### src/rtl/pipe_stage_reg.sv
// pipe_stage_reg: valid/ready pipeline register with flush, bubble output, optional skid entry and perf counters
module pipe_stage_reg #(
    parameter int               WIDTH  = 32,
    parameter logic [WIDTH-1:0] BUBBLE = WIDTH'(32'h0000_0013),
    parameter bit               SKID   = 1'b1,
    parameter int               CNT_W  = 16
) (
    input  logic             clk,
    input  logic             rst,
    input  logic             in_valid,
    output logic             in_ready,
    input  logic [WIDTH-1:0] in_data,
    output logic             out_valid,
    input  logic             out_ready,
    output logic [WIDTH-1:0] out_data,
    input  logic             flush,
    input  logic             clr_count,
    output logic [1:0]       occupancy,
    output logic [CNT_W-1:0] stall_count,
    output logic [CNT_W-1:0] drop_count
);
    logic             main_v_q, main_v_d, skid_v_q, skid_v_d;
    logic [WIDTH-1:0] main_q, main_d, skid_q, skid_d;
    logic [CNT_W-1:0] stall_q, stall_d, drop_q, drop_d;
    logic [CNT_W:0]   stall_sum, drop_sum;
    logic [1:0]       drop_n;
    logic             emit, main_free, accept;

    assign emit      = main_v_q & out_ready;
    assign main_free = !main_v_q | emit;
    // Skid mode decouples in_ready from out_ready; only flush gates it combinationally
    assign in_ready  = (SKID ? !skid_v_q : main_free) & !flush;
    assign accept    = in_valid & in_ready;

    assign out_valid   = main_v_q;
    assign out_data    = main_v_q ? main_q : BUBBLE;
    assign occupancy   = {skid_v_q, main_v_q & !skid_v_q};
    assign stall_count = stall_q;
    assign drop_count  = drop_q;

    // Data movement: flush squashes everything, skid refills main before any new accept
    always_comb begin
        main_v_d = main_v_q;
        main_d   = main_q;
        skid_v_d = skid_v_q;
        skid_d   = skid_q;
        if (flush) begin
            main_v_d = 1'b0;
            skid_v_d = 1'b0;
        end else if (main_free) begin
            main_v_d = skid_v_q | accept;
            main_d   = skid_v_q ? skid_q : accept ? in_data : main_q;
            skid_v_d = 1'b0;
        end else if (accept) begin
            skid_v_d = 1'b1;
            skid_d   = in_data;
        end
    end

    // Saturating counters; an entry emitted during flush was consumed, not dropped
    always_comb begin
        drop_n    = flush ? ({1'b0, main_v_q} + {1'b0, skid_v_q} - {1'b0, emit}) : 2'd0;
        stall_sum = {1'b0, stall_q} + (CNT_W+1)'(main_v_q & !out_ready);
        drop_sum  = {1'b0, drop_q} + (CNT_W+1)'(drop_n);
        stall_d   = clr_count ? '0 : stall_sum[CNT_W] ? '1 : stall_sum[CNT_W-1:0];
        drop_d    = clr_count ? '0 : drop_sum[CNT_W] ? '1 : drop_sum[CNT_W-1:0];
    end

    // State registers with asynchronous reset to the empty state
    always_ff @(posedge clk or posedge rst) begin
        if (rst) begin
            main_v_q <= 1'b0;
            skid_v_q <= 1'b0;
            main_q   <= BUBBLE;
            skid_q   <= '0;
            stall_q  <= '0;
            drop_q   <= '0;
        end else begin
            main_v_q <= main_v_d;
            skid_v_q <= skid_v_d;
            main_q   <= main_d;
            skid_q   <= skid_d;
            stall_q  <= stall_d;
            drop_q   <= drop_d;
        end
    end
endmodule

### config.mk
export PLATFORM = sky130hd
export DESIGN_NAME = pipe_stage_reg
export DESIGN_NICKNAME = d
export VERILOG_FILES = /design/src/rtl/pipe_stage_reg.sv
export SDC_FILE = /design/constraint.sdc
export NUM_CORES = 1
export LEC_CHECK = 0
export BUFFER_PORTS_ARGS = -buffer_cell sky130_fd_sc_hd__buf_2
export CELL_PAD_IN_SITES_DETAIL_PLACEMENT = 1
export CELL_PAD_IN_SITES_GLOBAL_PLACEMENT = 2
export CORE_MARGIN = 8
export CORE_UTILIZATION = 38
export CTS_BUF_LIST = sky130_fd_sc_hd__clkbuf_4 sky130_fd_sc_hd__clkbuf_8
export CTS_CLUSTER_DIAMETER = 120
export DETAILED_ROUTE_END_ITERATION = 7
export GPL_ROUTABILITY_DRIVEN = 0
export PLACE_DENSITY = 0.95
export SYNTH_ARGS = -nofsm -noshare
export SYNTH_HDL_FRONTEND = slang
export SYNTH_SLANG_ARGS = --single-unit
export TNS_END_PERCENT = 5
### constraint.sdc
create_clock -name clk -period 6.05 [get_ports clk]
set_input_delay 0.9075 -clock clk [delete_from_list [all_inputs] [get_ports clk]]
set_output_delay 0.9075 -clock clk [all_outputs]
set_load 0.005 [all_outputs]
# == Word-level counts from Yosys, hierarchy flattened ==
# Index checks and enable logic that the tools add are counted.
# totals
ff_bits,98
latch_bits,0
ram_bits,0
mem_bits_ro,0
input_bits,38
word_cells,41
mem_count,0
# classes
n_addsub,4
multipliers,0
div,0
magnitude_cmp,0
eq_ne,0
n_shift,0
n_mux,13
bitwise_logic,9
reduce_logical,9
# op_table
op,count
2-to-1 mux 32 bit,3
2-to-1 mux 16 bit,4
adder 16 x 1 -> 17 bit,1
adder 16 x 2 -> 17 bit,1
AND reduction 3 bit,2
AND 1 bit,5
2-to-1 mux 1 bit,5
logical NOT 1 bit,4
nonzero test 2 bit,2
nonzero test 3 bit,1
adder 1 x 1 -> 2 bit,1
2-to-1 mux 2 bit,1
NOT 1 bit,2
OR 1 bit,2
subtractor 2 x 1 -> 2 bit,1

# == Longest topological paths before layout ==
# Gate-level depths: netlist of the first run.
# logic_depth
word_depth,6
depth_mapped,15
depth_no_buf,12

# == Least setup slack after synthesis of the first run ==
# No wires, ideal clock.
# synth_path
path_type,flip-flop to flip-flop
from,reg skid_v_q
to,reg drop_q[14] (netlist: drop_count[14])
setup_time_ns,0.136
arrival_ns,3.182
t_required_ns,5.914
path_slack_ns,2.732
path_stages_with_launch,15
n_path_buf,2
period_less_slack_ns,3.318
cell_sequence,dfrtp_1 > buf_2 > buf_1 > inv_1 > ha_1 > inv_1 > ha_1 > and2_1 > ha_1 > inv_1 > fa_1 > nand3b_1 > nor4_1 > and4_1 > nor3_1
# synth_between
elab_chain_cells,6
# synth_lines
item,line_no,source
"start, declared",22,"logic main_v_q, main_v_d, skid_v_q, skid_v_d;"
"start signal, assigned",80,skid_v_q <= skid_v_d;
adder 1 x 1 -> 2 bit,62,"drop_n = flush ? ({1'b0, main_v_q} + {1'b0, skid_v_q} - {1'b0, emit}) : 2'd0;"
subtractor 2 x 1 -> 2 bit,62,
2-to-1 mux 2 bit,62,
adder 16 x 2 -> 17 bit,64,"drop_sum = {1'b0, drop_q} + (CNT_W+1)'(drop_n);"
2-to-1 mux 16 bit (2 in a row),66,drop_d = clr_count ? '0 : drop_sum[CNT_W] ? '1 : drop_sum[CNT_W-1:0];
named net drop_d[14],24,"logic [CNT_W-1:0] stall_q, stall_d, drop_q, drop_d;"
"end signal, assigned",84,drop_q <= drop_d;
"end, declared",24,
# The timed path passes the listed nets, and every way through them passes these cells.
# A chain may end at the register's enable or synchronous reset.

# == Worst setup path in the final report of the first run ==
# layout_path
from,reg skid_v_q
to,reg drop_q[13] (netlist: drop_count[13])
# The elaborated chain is that of the path after synthesis.

==> results of run 1 <==
[sequential cells by signal, summed over array words and instances, names as in the netlist]
register     count
main_q          32
out_valid        1
skid_q          32
stall_count     16
drop_count      16
skid_v_q         1
[cell usage in the layout, fill, tap and decap left out, types with 2 or more instances in the layout]
master	Yosys	final
and3_1	2	2
nand3b_1	2	2
buf_2	8	105
o211a_1	2	2
clkinv_2	0	3
nand4_1	4	4
nor4_1	5	5
dfrtp_1	95	94
mux2_2	31	31
nand2b_1	4	4
nand2_1	8	8
nand3_2	1	2
mux2i_1	32	32
nor3_1	11	11
xor2_1	5	5
clkbuf_8	0	10
dfstp_2	3	3
ha_1	6	6
o21ai_0	3	3
buf_4	1	2
inv_1	16	15
xnor2_1	15	15
and2_1	32	32
a21oi_1	61	61
nor2_1	41	41
nand3_1	10	9
[worst max-delay path by stage]
stage / from / to / slack (ns) / cells past startpoint
2_1_floorplan: rst / drop_count[0] / 2.59 / 1
3_3_place_gp: skid_v_q / drop_count[13] / 2.30 / 12
3_5_place_dp: skid_v_q / drop_count[13] / 2.12 / 12
4_1_cts: skid_v_q / drop_count[11] / 2.12 / 12
5_1_grt: skid_v_q / drop_count[3] / 1.83 / 12
6_report: skid_v_q / drop_count[13] / 2.14 / 12
[logic make-up after synthesis]
| kind of cell | share of synthesized area (%) |
|---|---|
| and+or+nand+nor | 15.0 |
| adders and majority gates | 2.04 |
| buffers and inverters | 3.36 |
| DFF | 52.7 |
| xor gates and xnor gates | 3.76 |
| muxes | 14.6 |
| AOI/OAI and AO/OA | 8.53 |
[stage by stage]
stage	area (µm²)	worst slack (ns)	utilization (%)
2_1_floorplan	4660	2.59	-
3_3_place_gp	5310	2.30	44.2
3_5_place_dp	5310	2.12	44.2
4_1_cts	5470	2.12	45.6
5_1_grt	5470	1.83	45.6
6_report	5470	2.14	45.6
[per-layer routing]
layer,track usage (%),vias to the layer above,share of wire [%]
met2,25.3,78,50
met3,3.52,13,4.9
li1,-,1668,-
met4,4.90,2,1.3
met1,17.3,1721,44
met5,0,-,0.10
[cell type report]
| class | instances | area share [%] |
|---|---|---|
| Sequential cell | 98 | 44.9 |
| Multi-Input combinational cell | 293 | 37.6 |
| Timing Repair Buffer | 107 | 9.87 |
| Tap cell | 147 | 3.36 |
| Clock buffer | 10 | 2.51 |
| Inverter | 16 | 1.14 |
| Clock inverter | 5 | 0.571 |
[power by group through the flow]
| stage | sequential (W) | clock [W] | combinational, W |
|---|---|---|---|
| after floorplan | 0.000794 | 0 | 0.000140 |
| after global placement | 0.000807 | 0 | 0.000192 |
| after detailed placement | 0.000815 | 0 | 0.000202 |
| after CTS | 0.000802 | 0.000397 | 0.000203 |
| after global routing | 0.000815 | 0.000420 | 0.000222 |
| final | 0.000801 | 0.000386 | 0.000197 |
==> metrics, run 1 <==
Initial DRT Pass Iterations=4; routed vias=3,482; switching share of total power=26.9%; Post-CTS Resized=0; via/cell ratio=5.15; power share of the combinational group=approximately 14%; post-CTS setup buffers=0; HPWL after DPL=between 8 and 9 mm; Peak VDD IR=0.0909 mV; Synth Cell Area=4660 µm²; Final ANT Viol Nets=0; leakage power=approximately 2.5 nW; Post-CTS Hold Buffers=0; First DRT Iteration DRCs=~140; slowest CP cell=dfrtp_2; Fin Setup TNS=0 ns; switching pwr=0.000372 W; Fin Hold WS=0.504 ns; Chip Height=127 µm; pin count of the biggest net entering global routing=66; Post-Place Cells=661; Ports=106; Reg-to-Reg Start=skid_v_q; Post-synth top cells=dfrtp_1, a21oi_1, nor2_1, and2_1, mux2i_1; die width=127 µm; Critical Path RT=approximately 6.3 ns; worst-path maximum fanout=37; H-tree depth=3; register bit count reported by yosys=98; CTS sink cnt=98; Die ar.=between 15,000 and 20,000 µm²; Clock power frac=27.9%; Unique masters post-synth=44; sequential area share after synthesis=52.7%; Clk Latency, worst-skew pair=0.36 ns; worst hold stages=1; number of synthesized flops with an enable pin=0; Synth Warn #=0; run status=completed; Rows=40; Hold Startpoint=skid_q[5]; period utilization=~65%; hold crit path type=reg2reg; initial antenna violation count=1; first-pass GRT wire length=about 19 mm; area delta synth->final=17.4%; n_diodes=0; Net Count, Synth=474; Sequential Power Share=between 50 and 60%; Worst-Margin Slew=1.05 ns; delay-heaviest family, CP=adder cells; WL final=11.5 mm; Hold Crit Endpoint=skid_q[5]; post-DR wirelength/cell=17.0 µm; CP max stage delay=1.07 ns; Initial Util=38.8%; Setup crit start kind=flop; Pwr Density=253 nW/µm²; clock buffer depth=2; P_int=roughly 0.001 W; area of the multi-input gates=2060 µm²; crit path kind=reg2reg; flop2flop setup slack=around 2.1 ns; TritonCTS Buffers=9; Core ar.=12,000 µm²; worst reg2reg path depth=12; CTS root buffer=clkbuf_8; nets@finish=570; clock transition at the registers of the reported paths=0.09 ns; worst reg2reg endpoint=drop_count[13]; syn_area_per_cell=between 10 and 15 µm²; cells after synthesis=around 430; worst path cell trace=inv_1 -> ha_1 -> inv_1 -> ha_1 -> and2_1 -> ha_1 -> inv_1 -> fa_1 -> nand3b_1 -> nor2_1 -> nand3_1 -> a31oi_1; final count of pins violating max slew=0; GR Overflow Total=0; number of max-cap violations=0; number of global-route vias before repair=3,815; number of fill cells=around 1,400; GRT Util Overall=14.5%; ys flop type=dfrtp_1; crit path time final=between 3 and 4 ns; Worst setup EP type=flop; max_slew headroom=30.2%; RSZ-0062 raised after global routing=no; Max Fclk=about 0.26 GHz; Reg area=2460 µm²; DR DRC count=0; # setup viols final=0; Buf/Inv on CP=3; top-count cell post-synth=dfrtp_1; final hold viol count=0; Yosys top cell area share=51.0%; ys async rst share=100%; synth top area cells=dfrtp_1, mux2_2, mux2i_1; post-route insts no fill=~680; Worst EP arrival=between 4 and 5 ns; Post-Route Skew=0.00528 ns; layout cell share with drive strength beyond 1=between 30% and 40%; leading area contributor after synthesis=dfrtp_1; TritonCTS clock tree=built; total power=about 0.0014 W; IO Port Bufs=105
Power figures use the tool's default switching activity.
==> run 2: changes to the inputs <==
--- a/config.mk
+++ b/config.mk
@@ -9,12 +9,12 @@
 export CELL_PAD_IN_SITES_DETAIL_PLACEMENT = 1
 export CELL_PAD_IN_SITES_GLOBAL_PLACEMENT = 2
 export CORE_MARGIN = 8
-export CORE_UTILIZATION = 38
+export CORE_UTILIZATION = 32
 export CTS_BUF_LIST = sky130_fd_sc_hd__clkbuf_4 sky130_fd_sc_hd__clkbuf_8
 export CTS_CLUSTER_DIAMETER = 120
 export DETAILED_ROUTE_END_ITERATION = 7
 export GPL_ROUTABILITY_DRIVEN = 0
-export PLACE_DENSITY = 0.95
+export PLACE_DENSITY = 0.87
 export SYNTH_ARGS = -nofsm -noshare
 export SYNTH_HDL_FRONTEND = slang
 export SYNTH_SLANG_ARGS = --single-unit
==> constraint.sdc (replaced) <==
create_clock -name clk -period 3.3 [get_ports clk]
set_input_delay 0.495 -clock clk [delete_from_list [all_inputs] [get_ports clk]]
set_output_delay 0.495 -clock clk [all_outputs]
set_load 0.005 [all_outputs]
==> run 2 against run 1 <==
Final area grew 2.7%. Global-route usage down 0.91 points. Combinational power grew 91%. Final cell count rose by 6.8%. Worst setup slack worse by 1.9 ns. Hold slack got worse by 0.31 ns. Wire length grew 6.1%. Via count up 1.7%. Critical path type unchanged. Sequential power is 82% higher. First-iteration DRC count down 22%. Largest power group unchanged. Utilization decreased by 6.5 points.
==> metrics, run 2 (synthesis results as in run 1) <==
Fin Hold WS=0.196 ns (was 0.504 ns); final count of pins violating max slew=0 (unchanged); leakage power=2.58 nW (was 2.53 nW); H-tree depth=3 (unchanged); HPWL after DPL=8.58 mm (was 8.13 mm); period utilization=91.7% (was 64.7%); final hold viol count=0 (unchanged); commonest non-fill, non-tap cell in the layout=buf_2 (unchanged); final core occ=39.1% (was 45.6%); CP max stage delay=0.46 ns (was 1.07 ns); Rows=44 (was 40); run status=completed (unchanged); Core ar.=14,400 µm² (was 12,000 µm²); Peak VDD IR=0.176 mV (was 0.0909 mV); Initial Util=32.4% (was 38.8%); post-DR wirelength/cell=16.9 µm (was 17.0 µm); routed vias=3,542 (was 3,482); worst-path maximum fanout=5 (was 37); # setup viols final=0 (unchanged); GR Overflow Total=0 (unchanged); Worst-Margin Slew=0.698 ns (was 1.05 ns); max_slew headroom=53.4% (was 30.2%); hold crit path type=in2async (was reg2reg); crit path time final=3.03 ns (was 3.91 ns); biggest regs=main_q x32, skid_q x32 (unchanged); layout cell share with drive strength beyond 1=32.4% (was 31.4%); CTS root buffer=clkbuf_8 (unchanged); pin count of the biggest net entering global routing=65 (was 66); number of max-cap violations=0 (unchanged); die width=137 µm (was 127 µm); Post-Route Skew=0.0146 ns (was 0.00528 ns); Die ar.=18,700 µm² (was 16,100 µm²); Worst setup EP type=flop (unchanged); GRT Util Overall=13.6% (was 14.5%); Worst EP arrival=3.30 ns (was 4.19 ns); worst path cell trace=and2_1 -> ha_1 -> inv_1 -> ha_1 -> and2_1 -> ha_1 -> inv_1 -> fa_1 -> nand3b_1 -> nor4_1 -> nand3b_1 -> o211a_1 (was inv_1 -> ha_1 -> inv_1 -> ha_1 -> and2_1 -> ha_1 -> inv_1 -> fa_1 -> nand3b_1 -> nor2_1 -> nand3_1 -> a31oi_1); IO Port Bufs=105 (unchanged); most frequent cells in the layout=buf_2, dfrtp_1, a21oi_1 (unchanged); CTS sink cnt=98 (unchanged); Clk Latency, worst-skew pair=0.39 ns (was 0.36 ns); CP dominant cell by count=ha_1; initial antenna violation count=1 (unchanged); Fin Setup TNS=0 ns (unchanged); Initial DRT Pass Iterations=5 (was 4); TritonCTS clock tree=built (unchanged); crit path kind=reg2reg (unchanged); RSZ-0062 raised after global routing=no (unchanged); first-pass GRT wire length=20.2 mm (was 19.0 mm); area delta synth->final=20.5% (was 17.4%); TritonCTS Buffers=9 (unchanged); Ports=106 (unchanged); number of global-route vias before repair=3,869 (was 3,815); First DRT Iteration DRCs=109 (was 139); Setup crit start kind=flop (unchanged); Critical Path RT=3.58 ns (was 6.33 ns); slowest CP cell=nor4_1 (was dfrtp_2); WL final=12.2 mm (was 11.5 mm); Max Fclk=0.331 GHz (was 0.256 GHz); Pwr Density=470 nW/µm² (was 253 nW/µm²); via/cell ratio=4.91 (was 5.15); nets@finish=577 (was 570); clock buffer depth=2 (unchanged); Chip Height=137 µm (was 127 µm); Final ANT Viol Nets=0 (unchanged); clock transition at the registers of the reported paths=0.10 ns (was 0.09 ns); flop2flop setup slack=0.27 ns (was 2.14 ns); DR DRC count=0 (unchanged)
-- run 2: report_power, final --
group | leakage, nW | internal (W) | switching, W
logic | 1.27 | 0.000195 | 0.000182
clock network | 0.0988 | 0.000377 | 0.000429
registers | 1.21 | 0.00137 | 0.0000840
-- run 2: worst max-delay path, delay by kind of cell, from the launching register on --
| kind | cells | cell delay, ns |
|---|---|---|
| buf+inv | 2 | 0.10 |
| simple gates | 5 | 1.18 |
| fa+ha+maj | 4 | 1.11 |
| compound gates | 1 | 0.15 |
| flops | 1 | 0.39 |
-- run 2: area by class of cell --
type                       count  area [µm²]
antenna                        1        2.50
clock buffer                  11         145
clock inverter                 5        55.1
fill                        1621        8750
inverter                      16        62.6
multi-input combinational    293        2060
sequential                    98        2460
tap                          184         230
timing repair buffer         114         606
-- run 2: per-stage QoR --
step / instance area [µm²] / cells / total power, W / setup slack (ns)
final: 5620 / 722 / 0.00264 / 0.275
after detailed placement: 5410 / 704 / 0.00187 / 0.0618
after floorplan: 4660 / 429 / 0.00171 / 0.184
after global routing: 5620 / 721 / 0.00279 / 0.0394
after global placement: 5410 / 704 / 0.00184 / 0.162
after CTS: 5610 / 720 / 0.00269 / 0.217
-- run 2: worst paths after layout --
check                                start  depth (start not counted)             end
worst max register to register   out_valid                         12  drop_count[12]
min in group clk                in_data[5]                          2       skid_q[5]
worst max-delay path             out_valid                         12  drop_count[12]
worst min register to register   main_q[1]                          2       main_q[1]
max in group asynchronous              rst                          3       main_q[0]
worst min-delay path                   rst                          2   drop_count[3]
-- run 2: what timing repair did --
item / in CTS / in global routing
setup buffers: 0 / 1
hold buffers: 0 / 0
resized for setup: 0 / 0
endpoints found under the setup margin: 0 / 1
hold endpoints to repair: 0 / 0
-- run 2: layer usage --
layer | vias up | global-route usage [%] | wire length [µm]
met1 | 1756 | 16.8 | 5370
met4 | 0 | 5.13 | 172
met5 | - | 0 | 0
met3 | 15 | 3.56 | 755
met2 | 81 | 22.4 | 5880
li1 | 1690 | - | -
==> run 3: changes to the inputs <==
==> constraint.sdc (replaced) <==
create_clock -name clk -period 3.3 [get_ports clk]
set_input_delay 0.33 -clock clk [delete_from_list [all_inputs] [get_ports clk]]
set_output_delay 0.33 -clock clk [all_outputs]
set_load 0.005 [all_outputs]
==> run 3 against run 2 <==
Utilization increased by 0.21 points. Final cell count down 0.69%. Sequential power barely moved. Worst setup slack worse by 0.071 ns. Clock skew is 0.0039 ns lower. Clock-buffer cell count did not move. Final area increased by 0.53%. Wire length is 2.1% higher. Register-to-register slack got worse by 0.07 ns. Combinational power grew 1%. Sequential cell count did not move. Critical path type unchanged. Critical endpoint is now drop_count[14]. Largest cell class unchanged. Largest power group unchanged.
==> metrics, run 3 (synthesis results as in run 1) <==
CTS sink cnt=98 (unchanged); CP Launch Point=out_valid (unchanged); Pwr Density=494 nW/µm² (was 470 nW/µm²); Reg-to-Reg Start=out_valid (unchanged); worst-path maximum fanout=7 (was 5); most frequent cells in the layout=buf_2, dfrtp_1, a21oi_1 (unchanged); Ports=106 (unchanged); Rows=44 (unchanged); Clock power frac=33.9% (was 30.5%); first-pass GRT wire length=20.3 mm (was 20.2 mm); final hold viol count=0 (unchanged); Reg area=2460 µm² (unchanged); top layer in use=met5 (was met4); GRT Util Overall=13.8% (was 13.6%); Max Fclk=0.323 GHz (was 0.331 GHz); WL final=12.4 mm (was 12.2 mm); power share of the combinational group=13.7% (was 14.3%); Setup crit start kind=flop (unchanged); HPWL after DPL=8.66 mm (was 8.58 mm); clock transition at the registers of the reported paths=0.10 ns (about the same); DR DRC count=0 (unchanged); # setup viols final=0 (unchanged); routed vias=3,532 (was 3,542); Final ANT Viol Nets=0 (unchanged); period utilization=93.8% (was 91.7%); number of global-route vias before repair=3,917 (was 3,869); Final Cell Area=5650 µm² (was 5620 µm²); Peak VDD IR=0.277 mV (was 0.176 mV); Chip Height=137 µm (unchanged); Post-CTS Hold Buffers=0 (unchanged); dpl cell area=5390 µm² (was 5410 µm²); crit path time final=3.10 ns (was 3.03 ns); die width=137 µm (unchanged); WL met1=5.31 mm (was 5.37 mm); Die ar.=18,700 µm² (unchanged); run status=completed (unchanged); number of max-cap violations=0 (unchanged); TritonCTS clock tree=built (unchanged); switching share of total power=24.7% (was 26.3%); layout cell share with drive strength beyond 1=32.3% (was 32.4%); setup ws final=0.204 ns (was 0.275 ns); switching pwr=0.000688 W (was 0.000695 W); Clk Latency, worst-skew pair=0.37 ns (was 0.39 ns); Post-Route Skew=0.0106 ns (was 0.0146 ns); TritonCTS Buffers=9 (unchanged); number of fill cells=1,636 (was 1,621); nets@finish=573 (was 577); n_diodes=0 (was 1); Buf/Inv on CP=2 (unchanged); post-DR wirelength/cell=17.3 µm (was 16.9 µm); CTS root buffer=clkbuf_8 (unchanged); area delta synth->final=21.2% (was 20.5%); pre-CTS WS=0.111 ns (was 0.0618 ns); GR Overflow Total=0 (unchanged); Worst-Margin Slew=0.697 ns (was 0.698 ns); max_slew headroom=53.5% (was 53.4%); commonest non-fill, non-tap cell in the layout=buf_2 (unchanged); slowest CP cell=nor4_2 (was nor4_1); via/cell ratio=4.93 (was 4.91); leakage power=2.59 nW (was 2.58 nW); IO Port Bufs=105 (unchanged); H-tree depth=3 (unchanged); detailed route wirelength on metal3=835 µm (was 755 µm); delay-heaviest family, CP=simple AND/OR/NAND/NOR gates (unchanged); area of the multi-input gates=2070 µm² (was 2060 µm²); Sequential Power Share=52.4% (was 55.2%); First DRT Iteration DRCs=90 (was 109); Worst setup EP type=flop (unchanged); post-CTS setup buffers=0 (unchanged); P_int=0.00210 W (was 0.00195 W); WL met2=6.17 mm (was 5.88 mm); Fin Setup TNS=0 ns (unchanged); CP dominant cell by count=ha_1 (unchanged); crit path kind=reg2reg (unchanged); biggest regs=main_q x32, skid_q x32 (unchanged); Initial DRT Pass Iterations=4 (was 5); CP max stage delay=0.44 ns (was 0.46 ns); RSZ-0062 raised after global routing=yes (was no); final count of pins violating max slew=0 (unchanged); pin count of the biggest net entering global routing=65 (unchanged); clock buffer depth=2 (unchanged); Critical Path RT=3.53 ns (was 3.58 ns); Initial Util=32.4% (unchanged); Core ar.=14,400 µm² (unchanged); hold crit path type=in2async (unchanged); worst path cell trace=and2_1 -> ha_1 -> inv_1 -> ha_1 -> and2_1 -> ha_1 -> inv_1 -> fa_1 -> nand3b_1 -> nor4_2 -> and4_1 -> nor3_1 (was and2_1 -> ha_1 -> inv_1 -> ha_1 -> and2_1 -> ha_1 -> inv_1 -> fa_1 -> nand3b_1 -> nor4_1 -> nand3b_1 -> o211a_1); Worst EP arrival=3.33 ns (was 3.30 ns); initial antenna violation count=1 (unchanged)
## run 3: cell types whose count changed in the layout (fill, tap and decap cells not counted)
cell | previous run | this run
buf_4 | 8 | 3
bufinv_16 | 1 | 3
buf_6 | 0 | 1
clkinv_2 | 2 | 1
clkinvlp_4 | 2 | 1
diode_2 | 1 | 0
nand3_1 | 9 | 8
nand3_2 | 2 | 3
nor4_1 | 5 | 4
nor4_2 | 0 | 1
## run 3: path summary, 6_finish.rpt
kind	slack (ns)	cells after the start	endpoint
setup / recovery	0.20	12	drop_count[14]
hold / removal	0.05	2	drop_count[3]
setup reg to reg	0.20	12	drop_count[14]
hold reg to reg	0.51	2	main_q[4]
max in group asynchronous	2.47	3	main_q[0]
min in group clk	0.19	2	skid_q[5]
## run 3: worst register-to-register path: cells and delay by family, from the launching register on
family | cells | cell delay, ns
adder cells (fa/ha/maj) | 4 | 1.10
buffers and inverters | 2 | 0.10
flip-flops | 1 | 0.40
AND/OR/NAND/NOR | 6 | 1.36
## run 3: metrics by stage
step	std cells	util (%)	hold WS, ns	total power [W]
2_1_floorplan	429	-	0.393	0.00171
3_3_place_gp	701	37.5	0.475	0.00184
3_5_place_dp	701	37.5	0.493	0.00188
4_1_cts	717	39.2	0.0541	0.00285
5_1_grt	717	39.3	0.0830	0.00295
6_report	717	39.3	0.0464	0.00279
## run 3: metal layers
metal,vias to the layer above,global-route usage (%)
li1,1681,-
met1,1762,16.7
met2,78,22.9
met3,9,5.21
met4,2,3.11
met5,-,0
## run 3: power by group through the flow
stage	clock network, W	registers [W]	logic (W)
2_1_floorplan	0	0.00146	0.000257
3_3_place_gp	0	0.00147	0.000371
3_5_place_dp	0	0.00149	0.000392
4_1_cts	0.000988	0.00146	0.000395
5_1_grt	0.00103	0.00148	0.000432
6_report	0.000945	0.00146	0.000381
## run 3: area by class of cell
| cell class | count | share of cell area (%) |
|---|---|---|
| tap | 184 | 4.08 |
| clock inverter | 5 | 1.82 |
| timing repair buffer | 110 | 10.3 |
| clock buffer | 11 | 2.57 |
| multi-input combinational | 293 | 36.7 |
| inverter | 16 | 1.11 |
| sequential | 98 | 43.5 |
## run 3: repair_timing
item | CTS | global route
gates resized for setup | 0 | 3
endpoints found under the hold margin | 0 | 0
endpoints found under the setup margin | 0 | 27
